`src/rtl/axil_lbus_pkg.sv`:
```
// Shared types and constants for the AXI-Lite to local-bus bridge.
// Holds the bridge FSM state enum, AXI response codes and default bus widths.
package axil_lbus_pkg;

    localparam int unsigned ADDR_W_DEF = 15;
    localparam int unsigned DATA_W_DEF = 32;

    localparam logic [1:0] RESP_OKAY   = 2'b00;
    localparam logic [1:0] RESP_SLVERR = 2'b10;

    typedef enum logic [2:0] {
        ST_IDLE,
        ST_WR_REQ,
        ST_RD_REQ,
        ST_WR_RESP,
        ST_RD_RESP
    } state_t;

endpackage

```
`src/rtl/axil_hold_buf.sv`:
```
// One-entry valid/ready holding register.
// Ports: clk, rst (async active-high); in_valid/ready/in_data upstream handshake;
//        clear empties the entry once its contents are consumed; full/data expose it.
// ready is a flop: it reads 0 in reset and tracks !full afterwards.
module axil_hold_buf #(
    parameter int unsigned W = 8
) (
    input  logic         clk,
    input  logic         rst,
    input  logic         in_valid,
    output logic         ready,
    input  logic [W-1:0] in_data,
    input  logic         clear,
    output logic         full,
    output logic [W-1:0] data
);

    logic load;

    assign load = in_valid && ready;

    // Load only happens when empty and clear only when full, so they never collide.
    always_ff @(posedge clk or posedge rst) begin
        if (rst) begin
            full  <= 1'b0;
            ready <= 1'b0;
            data  <= '0;
        end else if (load) begin
            full  <= 1'b1;
            ready <= 1'b0;
            data  <= in_data;
        end else if (clear) begin
            full  <= 1'b0;
            ready <= 1'b1;
        end else begin
            ready <= !full;
        end
    end

endmodule

```
`src/rtl/axil_lbus_bridge.sv`:
```
// AXI4-Lite slave that turns each accepted read or write into one local-bus request.
// Ports: axi_aclk/axi_areset (async active-high); AXI-Lite AW/W/B/AR/R channels;
//        lb_req/lb_we/lb_addr/lb_wdata/lb_wstrb request, lb_ack/lb_rdata/lb_err completion.
// One transaction in flight; a stalled local bus is ended with SLVERR after TIMEOUT_CYC cycles.
module axil_lbus_bridge
    import axil_lbus_pkg::*;
#(
    parameter int unsigned ADDR_W      = ADDR_W_DEF,
    parameter int unsigned DATA_W      = DATA_W_DEF,
    parameter int unsigned TIMEOUT_CYC = 255
) (
    input  logic                axi_aclk,
    input  logic                axi_areset,
    input  logic                awvalid,
    output logic                awready,
    input  logic [ADDR_W-1:0]   awaddr,
    input  logic                wvalid,
    output logic                wready,
    input  logic [DATA_W-1:0]   wdata,
    input  logic [DATA_W/8-1:0] wstrb,
    output logic                bvalid,
    input  logic                bready,
    output logic [1:0]          bresp,
    input  logic                arvalid,
    output logic                arready,
    input  logic [ADDR_W-1:0]   araddr,
    output logic                rvalid,
    input  logic                rready,
    output logic [DATA_W-1:0]   rdata,
    output logic [1:0]          rresp,
    output logic                lb_req,
    output logic                lb_we,
    output logic [ADDR_W-1:0]   lb_addr,
    output logic [DATA_W-1:0]   lb_wdata,
    output logic [DATA_W/8-1:0] lb_wstrb,
    input  logic                lb_ack,
    input  logic [DATA_W-1:0]   lb_rdata,
    input  logic                lb_err
);

    localparam int unsigned STRB_W = DATA_W / 8;
    localparam int unsigned WBUF_W = DATA_W + STRB_W;
    localparam int unsigned CNT_W  = $clog2(TIMEOUT_CYC + 1);

    logic              aw_full, w_full, ar_full;
    logic              aw_clr, w_clr, ar_clr;
    logic [ADDR_W-1:0] aw_data, ar_data;
    logic [WBUF_W-1:0] w_data;

    state_t             state, state_n;
    logic [CNT_W-1:0]   cnt, cnt_n;
    logic               prio_wr, prio_wr_n;
    logic               wr_elig, rd_elig;
    logic [1:0]         ack_resp;

    logic               lb_req_n, lb_we_n, bvalid_n, rvalid_n;
    logic [ADDR_W-1:0]  lb_addr_n;
    logic [DATA_W-1:0]  lb_wdata_n, rdata_n;
    logic [STRB_W-1:0]  lb_wstrb_n;
    logic [1:0]         bresp_n, rresp_n;

    // Request holding buffers: accept independently, backpressure when occupied.
    axil_hold_buf #(.W(ADDR_W)) u_aw_buf (
        .clk(axi_aclk), .rst(axi_areset), .in_valid(awvalid), .ready(awready),
        .in_data(awaddr), .clear(aw_clr), .full(aw_full), .data(aw_data)
    );

    axil_hold_buf #(.W(WBUF_W)) u_w_buf (
        .clk(axi_aclk), .rst(axi_areset), .in_valid(wvalid), .ready(wready),
        .in_data({wstrb, wdata}), .clear(w_clr), .full(w_full), .data(w_data)
    );

    axil_hold_buf #(.W(ADDR_W)) u_ar_buf (
        .clk(axi_aclk), .rst(axi_areset), .in_valid(arvalid), .ready(arready),
        .in_data(araddr), .clear(ar_clr), .full(ar_full), .data(ar_data)
    );

    assign wr_elig  = aw_full && w_full;
    assign rd_elig  = ar_full;
    assign ack_resp = lb_err ? RESP_SLVERR : RESP_OKAY;

    // State and registered outputs.
    always_ff @(posedge axi_aclk or posedge axi_areset) begin
        if (axi_areset) begin
            state    <= ST_IDLE;
            cnt      <= '0;
            prio_wr  <= 1'b1;
            lb_req   <= 1'b0;
            lb_we    <= 1'b0;
            lb_addr  <= '0;
            lb_wdata <= '0;
            lb_wstrb <= '0;
            bvalid   <= 1'b0;
            bresp    <= '0;
            rvalid   <= 1'b0;
            rresp    <= '0;
            rdata    <= '0;
        end else begin
            state    <= state_n;
            cnt      <= cnt_n;
            prio_wr  <= prio_wr_n;
            lb_req   <= lb_req_n;
            lb_we    <= lb_we_n;
            lb_addr  <= lb_addr_n;
            lb_wdata <= lb_wdata_n;
            lb_wstrb <= lb_wstrb_n;
            bvalid   <= bvalid_n;
            bresp    <= bresp_n;
            rvalid   <= rvalid_n;
            rresp    <= rresp_n;
            rdata    <= rdata_n;
        end
    end

    // Next-state and next-output logic.
    always_comb begin
        state_n    = state;
        cnt_n      = cnt;
        prio_wr_n  = prio_wr;
        aw_clr     = 1'b0;
        w_clr      = 1'b0;
        ar_clr     = 1'b0;
        lb_req_n   = lb_req;
        lb_we_n    = lb_we;
        lb_addr_n  = lb_addr;
        lb_wdata_n = lb_wdata;
        lb_wstrb_n = lb_wstrb;
        bvalid_n   = bvalid;
        bresp_n    = bresp;
        rvalid_n   = rvalid;
        rresp_n    = rresp;
        rdata_n    = rdata;

        case (state)
            ST_IDLE: begin
                // Round-robin only when both sides compete; a lone requester leaves the pointer alone.
                if (wr_elig && (!rd_elig || prio_wr)) begin
                    state_n    = ST_WR_REQ;
                    cnt_n      = '0;
                    lb_req_n   = 1'b1;
                    lb_we_n    = 1'b1;
                    lb_addr_n  = aw_data;
                    lb_wdata_n = w_data[DATA_W-1:0];
                    lb_wstrb_n = w_data[WBUF_W-1:DATA_W];
                    aw_clr     = 1'b1;
                    w_clr      = 1'b1;
                    if (rd_elig) prio_wr_n = 1'b0;
                end else if (rd_elig) begin
                    state_n   = ST_RD_REQ;
                    cnt_n     = '0;
                    lb_req_n  = 1'b1;
                    lb_we_n   = 1'b0;
                    lb_addr_n = ar_data;
                    ar_clr    = 1'b1;
                    if (wr_elig) prio_wr_n = 1'b1;
                end
            end

            ST_WR_REQ, ST_RD_REQ: begin
                if (lb_ack) begin
                    lb_req_n = 1'b0;
                    if (state == ST_WR_REQ) begin
                        state_n  = ST_WR_RESP;
                        bvalid_n = 1'b1;
                        bresp_n  = ack_resp;
                    end else begin
                        state_n  = ST_RD_RESP;
                        rvalid_n = 1'b1;
                        rresp_n  = ack_resp;
                        rdata_n  = lb_rdata;
                    end
                end else if (cnt == CNT_W'(TIMEOUT_CYC - 1)) begin
                    // lb_req has been high for TIMEOUT_CYC cycles: give up.
                    lb_req_n = 1'b0;
                    if (state == ST_WR_REQ) begin
                        state_n  = ST_WR_RESP;
                        bvalid_n = 1'b1;
                        bresp_n  = RESP_SLVERR;
                    end else begin
                        state_n  = ST_RD_RESP;
                        rvalid_n = 1'b1;
                        rresp_n  = RESP_SLVERR;
                        rdata_n  = '0;
                    end
                end else begin
                    cnt_n = cnt + CNT_W'(1);
                end
            end

            ST_WR_RESP: begin
                if (bready) begin
                    bvalid_n = 1'b0;
                    state_n  = ST_IDLE;
                end
            end

            ST_RD_RESP: begin
                if (rready) begin
                    rvalid_n = 1'b0;
                    state_n  = ST_IDLE;
                end
            end

            default: state_n = ST_IDLE;
        endcase
    end

endmodule

```
`config.mk`:
```
export PLATFORM = sky130hd
export DESIGN_NAME = axil_lbus_bridge
export DESIGN_NICKNAME = d
export VERILOG_FILES = /design/src/rtl/axil_lbus_pkg.sv /design/src/rtl/axil_hold_buf.sv /design/src/rtl/axil_lbus_bridge.sv
export SDC_FILE = /design/constraint.sdc
export NUM_CORES = 1
export LEC_CHECK = 0
export ABC_AREA = 0
export CORE_MARGIN = 5
export CORE_UTILIZATION = 44
export CTS_BUF_LIST = sky130_fd_sc_hd__clkbuf_4
export CTS_CLUSTER_SIZE = 10
export DETAILED_ROUTE_END_ITERATION = 7
export GPL_ROUTABILITY_DRIVEN = 0
export GPL_TIMING_DRIVEN = 0
export PLACE_DENSITY = 0.79
export SLEW_MARGIN = 20
export SYNTH_ARGS = -nofsm -noshare
export SYNTH_HDL_FRONTEND = slang
export SYNTH_SLANG_ARGS = --single-unit
```
`constraint.sdc`:
```
create_clock -name axi_aclk -period 5.8 [get_ports axi_aclk]
set_input_delay 1.16 -clock axi_aclk [delete_from_list [all_inputs] [get_ports axi_aclk]]
set_output_delay 1.16 -clock axi_aclk [all_outputs]
set_load 0.02 [all_outputs]
```
Word level (Yosys, flattened, before mapping)
Cells that the tools add are included.
Widths: inputs -> output; s select.
- flip-flop bits (word level): 175
- input bits: 107
- output and inout port bits: 94
- word-level logic and storage cells: 129
- add/sub/neg operators: 1
- equality and inequality tests: 11
- muxes and demuxes: 64
- bitwise logic cells: 1
- reductions and logical operators: 30
- operator list (cell ; count):
    $mux 32 ; 4
    $mux 1 ; 33
    $mux 8 ; 4
    $mux 15 ; 2
    $mux 3 ; 7
    $mux 2 ; 9
    $reduce_and 3->1 ; 6
    $reduce_bool 2->1 ; 9
    $pmux 8 s2 ; 1
    $pmux 3 s4 ; 1
    $add 8x1->8 const B ; 1
    $eq 8x8->1 const B ; 1
    $ne 2x2->1 const B ; 4
    $reduce_and 4->1 ; 2
    $eq 3x2->1 const B ; 2
    $pmux 1 s2 ; 3
    $logic_and 1x1->1 ; 5
    $reduce_and 2->1 ; 2
    $eq 3x1->1 const B ; 1
    $eq 3x3->1 const B ; 1
    $logic_not 1->1 ; 3
    $logic_not 3->1 ; 1
    $ne 3x2->1 const B ; 1
    $ne 3x3->1 const B ; 1
    other kinds (3) ; 3

Longest topological paths before layout
Gate-level depths: netlist of run 1.
- word-level depth: 7
- gate-level depth with buffers: 7
- mapped depth without buffers: 6

Hierarchy
Synthesis of run 1 repeated with hierarchy kept, for this count alone.
- cells, all modules: 486
- area total of the unflattened synthesis: 7144.4 um^2
- modules (own cells, without submodules) (module ; instances ; cells each ; area an instance (um^2) ; seq. area each (um^2)):
    axil_lbus_bridge ; 1 ; 327 ; 4324.1 ; 2528.7
    axil_hold_buf (u_w_buf) ; 1 ; 83 ; 1486.4 ; 950.9
    axil_hold_buf (u_ar_buf ...) ; 2 ; 38 ; 666.9 ; 425.4

Worst setup path before layout of run 1
No wires, ideal clock.
- kind: input -> register
- start: input port wvalid
- end: register u_w_buf.data[10]
- library setup time: 0.125 ns
- arrival time: 2.143 ns
- required time: 5.675 ns
- path slack: 3.533 ns
- stages: 4
- path buffers: 2
- cell sequence: nand2_1 > clkbuf_1 > buf_2 > mux2_2
- longest elaborated chain between the ends: 1
- RTL lines (item ; RTL line ; source):
    from (decl) ; axil_lbus_bridge.sv:17 ; input logic wvalid,
    $logic_and 1x1->1 ; axil_hold_buf.sv:20 ; assign load = in_valid && ready;
    to (signal assigned) ; axil_hold_buf.sv:31 ; data <= in_data;
    to (decl) ; axil_hold_buf.sv:15 ; output logic [W-1:0] data
No other way between the ends.
A chain may end at the register's enable or synchronous reset.

Final worst setup path of run 1
- start: register rvalid
- end: output port rvalid
- RTL lines (item ; RTL line ; source):
    from (decl) ; axil_lbus_bridge.sv:27 ; output logic rvalid,
    from (signal assigned) ; axil_lbus_bridge.sv:109 ; rvalid <= rvalid_n;
No word-level cell between the ends.

==> summary.md, run 1 <==
| Metric | Value |
|---|---|
| Required time worst endpoint | 4.64 ns |
| Detailed Place HPWL | 12400 microns |
| Startpoint class of the critical path | flop |
| Die height | roughly 130 microns |
| Cell Chain, Critical Path | clkdlybuf4s50_1 |
| Period minus WS final | 2.75 ns |
| DRT Pass-1 Iters | 5 |
| GRT Overall Usage | 18.5% |
| Internal power | 3.37 mW |
| Synth Cell Area | 0.00683 sq mm |
| Syn. warnings | 0 |
| Die ar. | about 0.018 sq mm |
| Port Buf Inserts | 198 |
| Outcome | finished, final reports clean |
| Worst-margin pin slew | approximately 0.67 ns |
| Wirelength, routed | 16400 microns |
| Delay-heaviest family, CP | buffers and inverters |
| Core ar. | about 0.015 sq mm |
| Boundary pin count | between 200 and 250 |
| Drt initial violations | 277 |
| Clk pwr share | 13.3% |
| Inserted Clock Buffers | 17 |
| Antenna diodes | 0 |
| EDFF count, synth | 0 |
| Post-placement cell count | 884 |
| Drt drc | 0 |
| H-tree depth | 4 |
| Synth Area in XOR/XNOR | less than 1% |
| Compound-Gate Fraction of Synth Area | about 9.3% |
| Power, Total | between 5 and 6 mW |
| # fillers | around 1200 |
| Final Cycle Share | 47.4% |
| Largest net degree at the start of global routing | 38 |
| GRT overflow | 0 |
| Mux contribution to synthesized area | 19.3% |
| Static Leakage | 4.09 nW |
| Reg2reg setup slack | 3.77 ns |
| Peak VDD IR | 0.000313 V |
| Max Clk Rate | 0.364 GHz |
| Die W | approximately 130 microns |
| CTS Sinks | 173 |
| Post-synthesis sequential area ratio | 63.4% |
| Ys async rst share | 100% |
| Cts repair resizes | 0 |
| Vias in the first global route | 5128 |
| Adder-Cell Fraction of Synth Area | less than 1% |
| Slew margin rel. | 55.5% |
| Cell variety after synth | 44 |
| # setup viols final | 0 |
| Routed wire per std cell | approximately 18 microns |
| Finished Layout Cells | 916 |
| Utilization after layout | 62.4% |
| Setup TNS | 0 ns |
| Reg power frac | 39.9% |
| Row count | 45 |
| Clock Tree Root | clkbuf_4 |
| Hold Fails Final Rpt | 0 |
| Initial Util | 44.9% |
| First-pass GRT wire length | 26500 microns |
| HP Class | reg2reg |
| Largest family of logic cells by synthesized area | multiplexers |
| Share of cells above drive strength 1 | between 20% and 30% |
| CP arrival | 1.59 ns |
| Post-CTS Repair Setup Buffers | 0 |
| Routed Antenna Nets | 0 |
| RSZ-0062 raised after global routing | no |
| Worst-skew pair later-pin latency | 0.53 ns |
| Simple-Gate Fraction of Synth Area | ~4.7% |
| Synthesis-stage register bit count | around 170 |
| Worst setup EP type | output port |
| Logic pwr share | 46.7% |
| Routed vias | 4803 |
| Switch Pwr | 1.95 mW |
| Cell count after synthesis | 491 |
| Mapped Avg Cell Area | ~14 sq um |
| Drt via density | ~5.2 |
| Worst-path maximum fanout | 3 |
| Slowest CP cell | clkdlybuf4s50_1 |
| Kind of critical path | reg2out |
| Cts-stage hold buffer count | 0 |
| Area delta synth->final | 38.9% |
| Worst path max stage delay | 0.63 ns |
| Switching share of power | a little over a third |
| CTS tree | yes |
| CTS Buffer Depth | 2 |
| WP buf/inv | 1 |
| Antenna violations before repair | 0 |
| Clk slew on worst S/H paths | 0.13 ns |
| Power density over cell area | between 500 and 600 mW/mm^2 |
| Post-placement cell area | 0.00919 sq mm |
| # nets final | 824 |
| Main synth FF type | dfrtp_1 |
| Max_cap viols | 0 |
| Fin area | 0.00949 sq mm |
| Clock Skews | 0.0123 ns |
| Fin. max-slew vios | 0 |
synth_stat cells (3+ instances only):
| library cell | number | area (sq um) |
|---|---|---|
| a21o_1 | 3 | 22.5 |
| a21oi_1 | 9 | 45.0 |
| a22o_1 | 32 | 280 |
| a31oi_1 | 7 | 43.8 |
| buf_2 | 11 | 55.1 |
| buf_4 | 4 | 30.0 |
| clkbuf_1 | 11 | 41.3 |
| dfrtp_1 | 172 | 4300 |
| inv_1 | 11 | 41.3 |
| mux2_1 | 7 | 78.8 |
| mux2_2 | 95 | 1070 |
| mux2i_1 | 17 | 170 |
| nand2_1 | 36 | 135 |
| nand3_1 | 4 | 20.0 |
| nand4_1 | 3 | 18.8 |
| nor2_1 | 6 | 22.5 |
| o211ai_1 | 5 | 37.5 |
| o21ai_0 | 22 | 110 |
| or4_1 | 3 | 22.5 |
placed cells by master (no fill, tap or decap), types with 3 or more instances in the layout:
cell type	count
clkbuf_4	17
o211ai_1	5
a21oi_1	9
buf_2	11
nand3_1	4
dfrtp_1	172
clkinvlp_4	5
clkdlybuf4s50_1	198
mux2_2	95
a31oi_1	7
nand2_1	36
clkinv_1	3
a21o_1	3
a22o_1	32
mux2i_1	17
o21ai_0	22
clkbuf_1	11
bufinv_16	3
buf_12	4
nor2_1	6
buf_4	4
nand4_1	3
inv_1	10
or4_1	3
mux2_1	7
power by group through the flow:
stage | Clock, mW | Sequential [mW] | Combinational [mW]
3_3_place_gp | 0 | 2.11 | 2.43
6_report | 0.711 | 2.13 | 2.49
4_1_cts | 0.738 | 2.13 | 2.52
3_5_place_dp | 0 | 2.15 | 2.52
5_1_grt | 0.782 | 2.19 | 2.68
2_1_floorplan | 0 | 2.45 | 1.13
per-layer routing:
| metal | part of all wire, % | wire [microns] | vias up | GRT usage [%] |
|---|---|---|---|---|
| li1 | - | - | 2204 | - |
| met1 | 42 | 6960 | 2390 | 23.9 |
| met2 | 48 | 7910 | 182 | 29.9 |
| met3 | 7.2 | 1180 | 27 | 5.37 |
| met4 | 2.0 | 327 | 0 | 6.50 |
| met5 | 0 | 0 | - | 0 |
registers in the layout, indices dropped and copies added (netlist names), 4 cells and up:
signal         count
cnt                8
lb_addr           15
u_ar_buf.data     15
rdata             32
u_w_buf.data      36
lb_wstrb           4
lb_wdata          32
u_aw_buf.data     15
worst paths after layout:
check / from / to / cells after the start
max: rvalid / rvalid / 1
min: u_w_buf.data[1] / lb_wdata[1] / 1
max reg2reg: cnt[0] / rdata[9] / 7
min reg2reg: u_w_buf.data[1] / lb_wdata[1] / 1
max in group asynchronous: axi_areset / u_w_buf.data[25] / 6
min in group asynchronous: axi_areset / rdata[22] / 2
cell families after synthesis:
group,Yosys count
AND/OR/NAND/NOR,65
other,1
flip-flops,173
XOR/XNOR,2
adder cells (fa/ha/maj),2
AO/OA/AOI/OAI,90
multiplexers,119
buffers and inverters,39
through the flow:
step | setup WS [ns] | hold slack, ns
detailed placement | 2.81 | 0.465
finish | 3.05 | 0.498
floorplan | 2.43 | 0.452
CTS | 2.99 | 0.496
global route | 2.96 | 0.527
global placement | 1.21 | 0.459
layout make-up:
class	count	area (sq um)	area share, %
Clock buffer	17	128	1.35
Sequential cell	173	4330	45.6
Timing Repair Buffer	204	2120	22.3
Buffer	27	138	1.45
Clock inverter	15	171	1.81
Inverter	12	48.8	0.514
Multi-Input combinational cell	280	2320	24.4
Tap cell	188	235	2.48
Power figures use the tool's default switching activity.
==> run 2: changes to the inputs <==
--- a/config.mk
+++ b/config.mk
@@ -7,13 +7,13 @@
 export LEC_CHECK = 0
 export ABC_AREA = 0
 export CORE_MARGIN = 5
-export CORE_UTILIZATION = 44
+export CORE_UTILIZATION = 49
 export CTS_BUF_LIST = sky130_fd_sc_hd__clkbuf_4
 export CTS_CLUSTER_SIZE = 10
 export DETAILED_ROUTE_END_ITERATION = 7
 export GPL_ROUTABILITY_DRIVEN = 0
 export GPL_TIMING_DRIVEN = 0
-export PLACE_DENSITY = 0.79
+export PLACE_DENSITY = 0.83
 export SLEW_MARGIN = 20
 export SYNTH_ARGS = -nofsm -noshare
 export SYNTH_HDL_FRONTEND = slang
==> constraint.sdc (replaced) <==
create_clock -name axi_aclk -period 2.9 [get_ports axi_aclk]
set_input_delay 0.58 -clock axi_aclk [delete_from_list [all_inputs] [get_ports axi_aclk]]
set_output_delay 0.58 -clock axi_aclk [all_outputs]
set_load 0.02 [all_outputs]
==> summary.md, run 2 (synthesis gave the netlist of run 1 again) <==
| Metric | Value |
|---|---|
| Outcome | finished, final reports clean |
| Die ar. | around 0.016 sq mm |
| Largest net degree at the start of global routing | 36 |
| Antenna diodes | 0 |
| Cell Chain, Critical Path | clkdlybuf4s50_1 |
| Static Leakage | 4.14 nW |
| Port Buf Inserts | 198 |
| Inserted Clock Buffers | 17 |
| Clk slew on worst S/H paths | 0.13 ns |
| Boundary pin count | 201 |
| CTS tree | yes |
| DRT Pass-1 Iters | 4 |
| # setup viols final | 0 |
| Most frequent cells in the layout | 198 x clkdlybuf4s50_1, 172 x dfrtp_1, 95 x mux2_2 |
| Worst setup EP type | output port |
| CTS Sinks | 173 |
| Area delta synth->final | 39.9% |
| Antenna violations before repair | 0 |
| Cts-stage hold buffer count | 0 |
| Post-CTS Repair Setup Buffers | 0 |
| Power density over cell area | 1140 mW/mm^2 |
| Cts repair resizes | 0 |
| Detailed Place HPWL | 12500 microns |
| Clock Skews | 0.0178 ns |
| Peak VDD IR | ~0.00058 V |
| Slowest CP cell | clkdlybuf4s50_1 |
| Biggest register | u_w_buf.data |
| Regs by FF count | u_w_buf.data x36, lb_wdata x32, rdata x32 |
| Routed vias | ~4800 |
| Final Cycle Share | 75.4% |
| Finished Layout Cells | 907 |
| Utilization after layout | 69.3% |
| Kind of critical path | reg2out |
| # fillers | 967 |
| Wirelength, routed | around 17000 microns |
| First-pass GRT wire length | roughly 27000 microns |
| Max_cap viols | 0 |
| Worst-path maximum fanout | 3 |
| Fin. max-slew vios | 0 |
| Max reg flops | 36 |
| # nets final | 824 |
| Post-placement cell count | between 800 and 900 |
| Drt via density | 5.29 |
| Drt initial violations | 349 |
| Routed wire per std cell | approximately 18 microns |
| CP arrival | 1.61 ns |
| Period minus WS final | 2.19 ns |
| Worst-margin pin slew | 0.630 ns |
| Row count | 43 |
| Die height | 128 microns |
| GRT Overall Usage | 21.0% |
| WP buf/inv | 1 |
| Hold Fails Final Rpt | 0 |
| Drt drc | 0 |
| Worst path max stage delay | 0.66 ns |
| Initial Util | 49.6% |
| Power, Total | 10.9 mW |
| Share of cells above drive strength 1 | 20.9% |
| RSZ-0062 raised after global routing | no |
| Max Clk Rate | 0.457 GHz |
| CTS Buffer Depth | 2 |
| Startpoint class of the critical path | flop |
| Routed Antenna Nets | 0 |
| H-tree depth | 4 |
| Clock Tree Root | clkbuf_4 |
| HP Class | in2async |
| Slew margin rel. | between 50% and 60% |
| Delay-heaviest family, CP | buffers and inverters |
| Most common cell after layout, fill and taps aside | clkdlybuf4s50_1 |
| Die W | 128 microns |
| Worst-skew pair later-pin latency | 0.56 ns |
| GRT overflow | 0 |
| Required time worst endpoint | 2.32 ns |
| Vias in the first global route | 5254 |
| Core ar. | 0.0138 sq mm |
-- run 2: cell count changes in the layout (fill, tap and decap cells not counted) --
cell and change:
bufinv_16 +3, clkbuf_4 +1, buf_16 +2, clkinv_1 -1, inv_6 -2, clkinvlp_4 -2, buf_12 -2, clkinv_4 -1
clkinv_2 +1
-- run 2: path summary, 6_finish.rpt --
kind,to,cells after the start,slack (ns),from
hold / removal,lb_addr[10],2,0.39,axi_areset
setup reg to reg,lb_wdata[0],5,0.96,state[1]
max in group asynchronous,lb_wdata[6],5,1.60,axi_areset
setup / recovery,bvalid,1,0.71,bvalid
hold reg to reg,lb_wdata[3],1,0.50,u_w_buf.data[3]
min in group axi_aclk,lb_wdata[3],1,0.50,u_w_buf.data[3]
-- run 2: cell type report --
| type | instances | area [sq um] | share of cell area (%) |
|---|---|---|---|
| Inverter | 12 | 48.8 | 0.511 |
| Clock inverter | 13 | 221 | 2.32 |
| Clock buffer | 18 | 135 | 1.42 |
| Multi-Input combinational cell | 280 | 2320 | 24.3 |
| Tap cell | 180 | 225 | 2.36 |
| Sequential cell | 173 | 4330 | 45.3 |
| Buffer | 27 | 138 | 1.44 |
| Timing Repair Buffer | 204 | 2130 | 22.3 |
-- run 2: report_power, final --
part           total (mW)  switching [mW]  internal, mW  leakage (nW)
clock network        1.65           0.793         0.854         0.183
logic                5.00            2.44          2.57          1.86
registers            4.27           0.678          3.59          2.09
-- run 2: metrics by stage --
step	area (sq um)	hold slack [ns]	setup slack (ns)	setup TNS, ns
final	9550	0.394	0.713	0
after global routing	9550	0.364	0.620	0
after CTS	9550	0.364	0.678	0
after detailed placement	9190	0.464	0.500	0
after global placement	9040	0.461	-1.11	-189.37
after floorplan	6840	0.452	0.110	0
-- run 2: layer usage --
metal  track usage (%)  wire length (microns)  vias up
met5                 0                      0        -
met4              6.99                    310        0
met3              6.46                   1080       25
met2              35.5                   8390      165
met1              25.7                   6750     2402
li1                  -                      -     2210
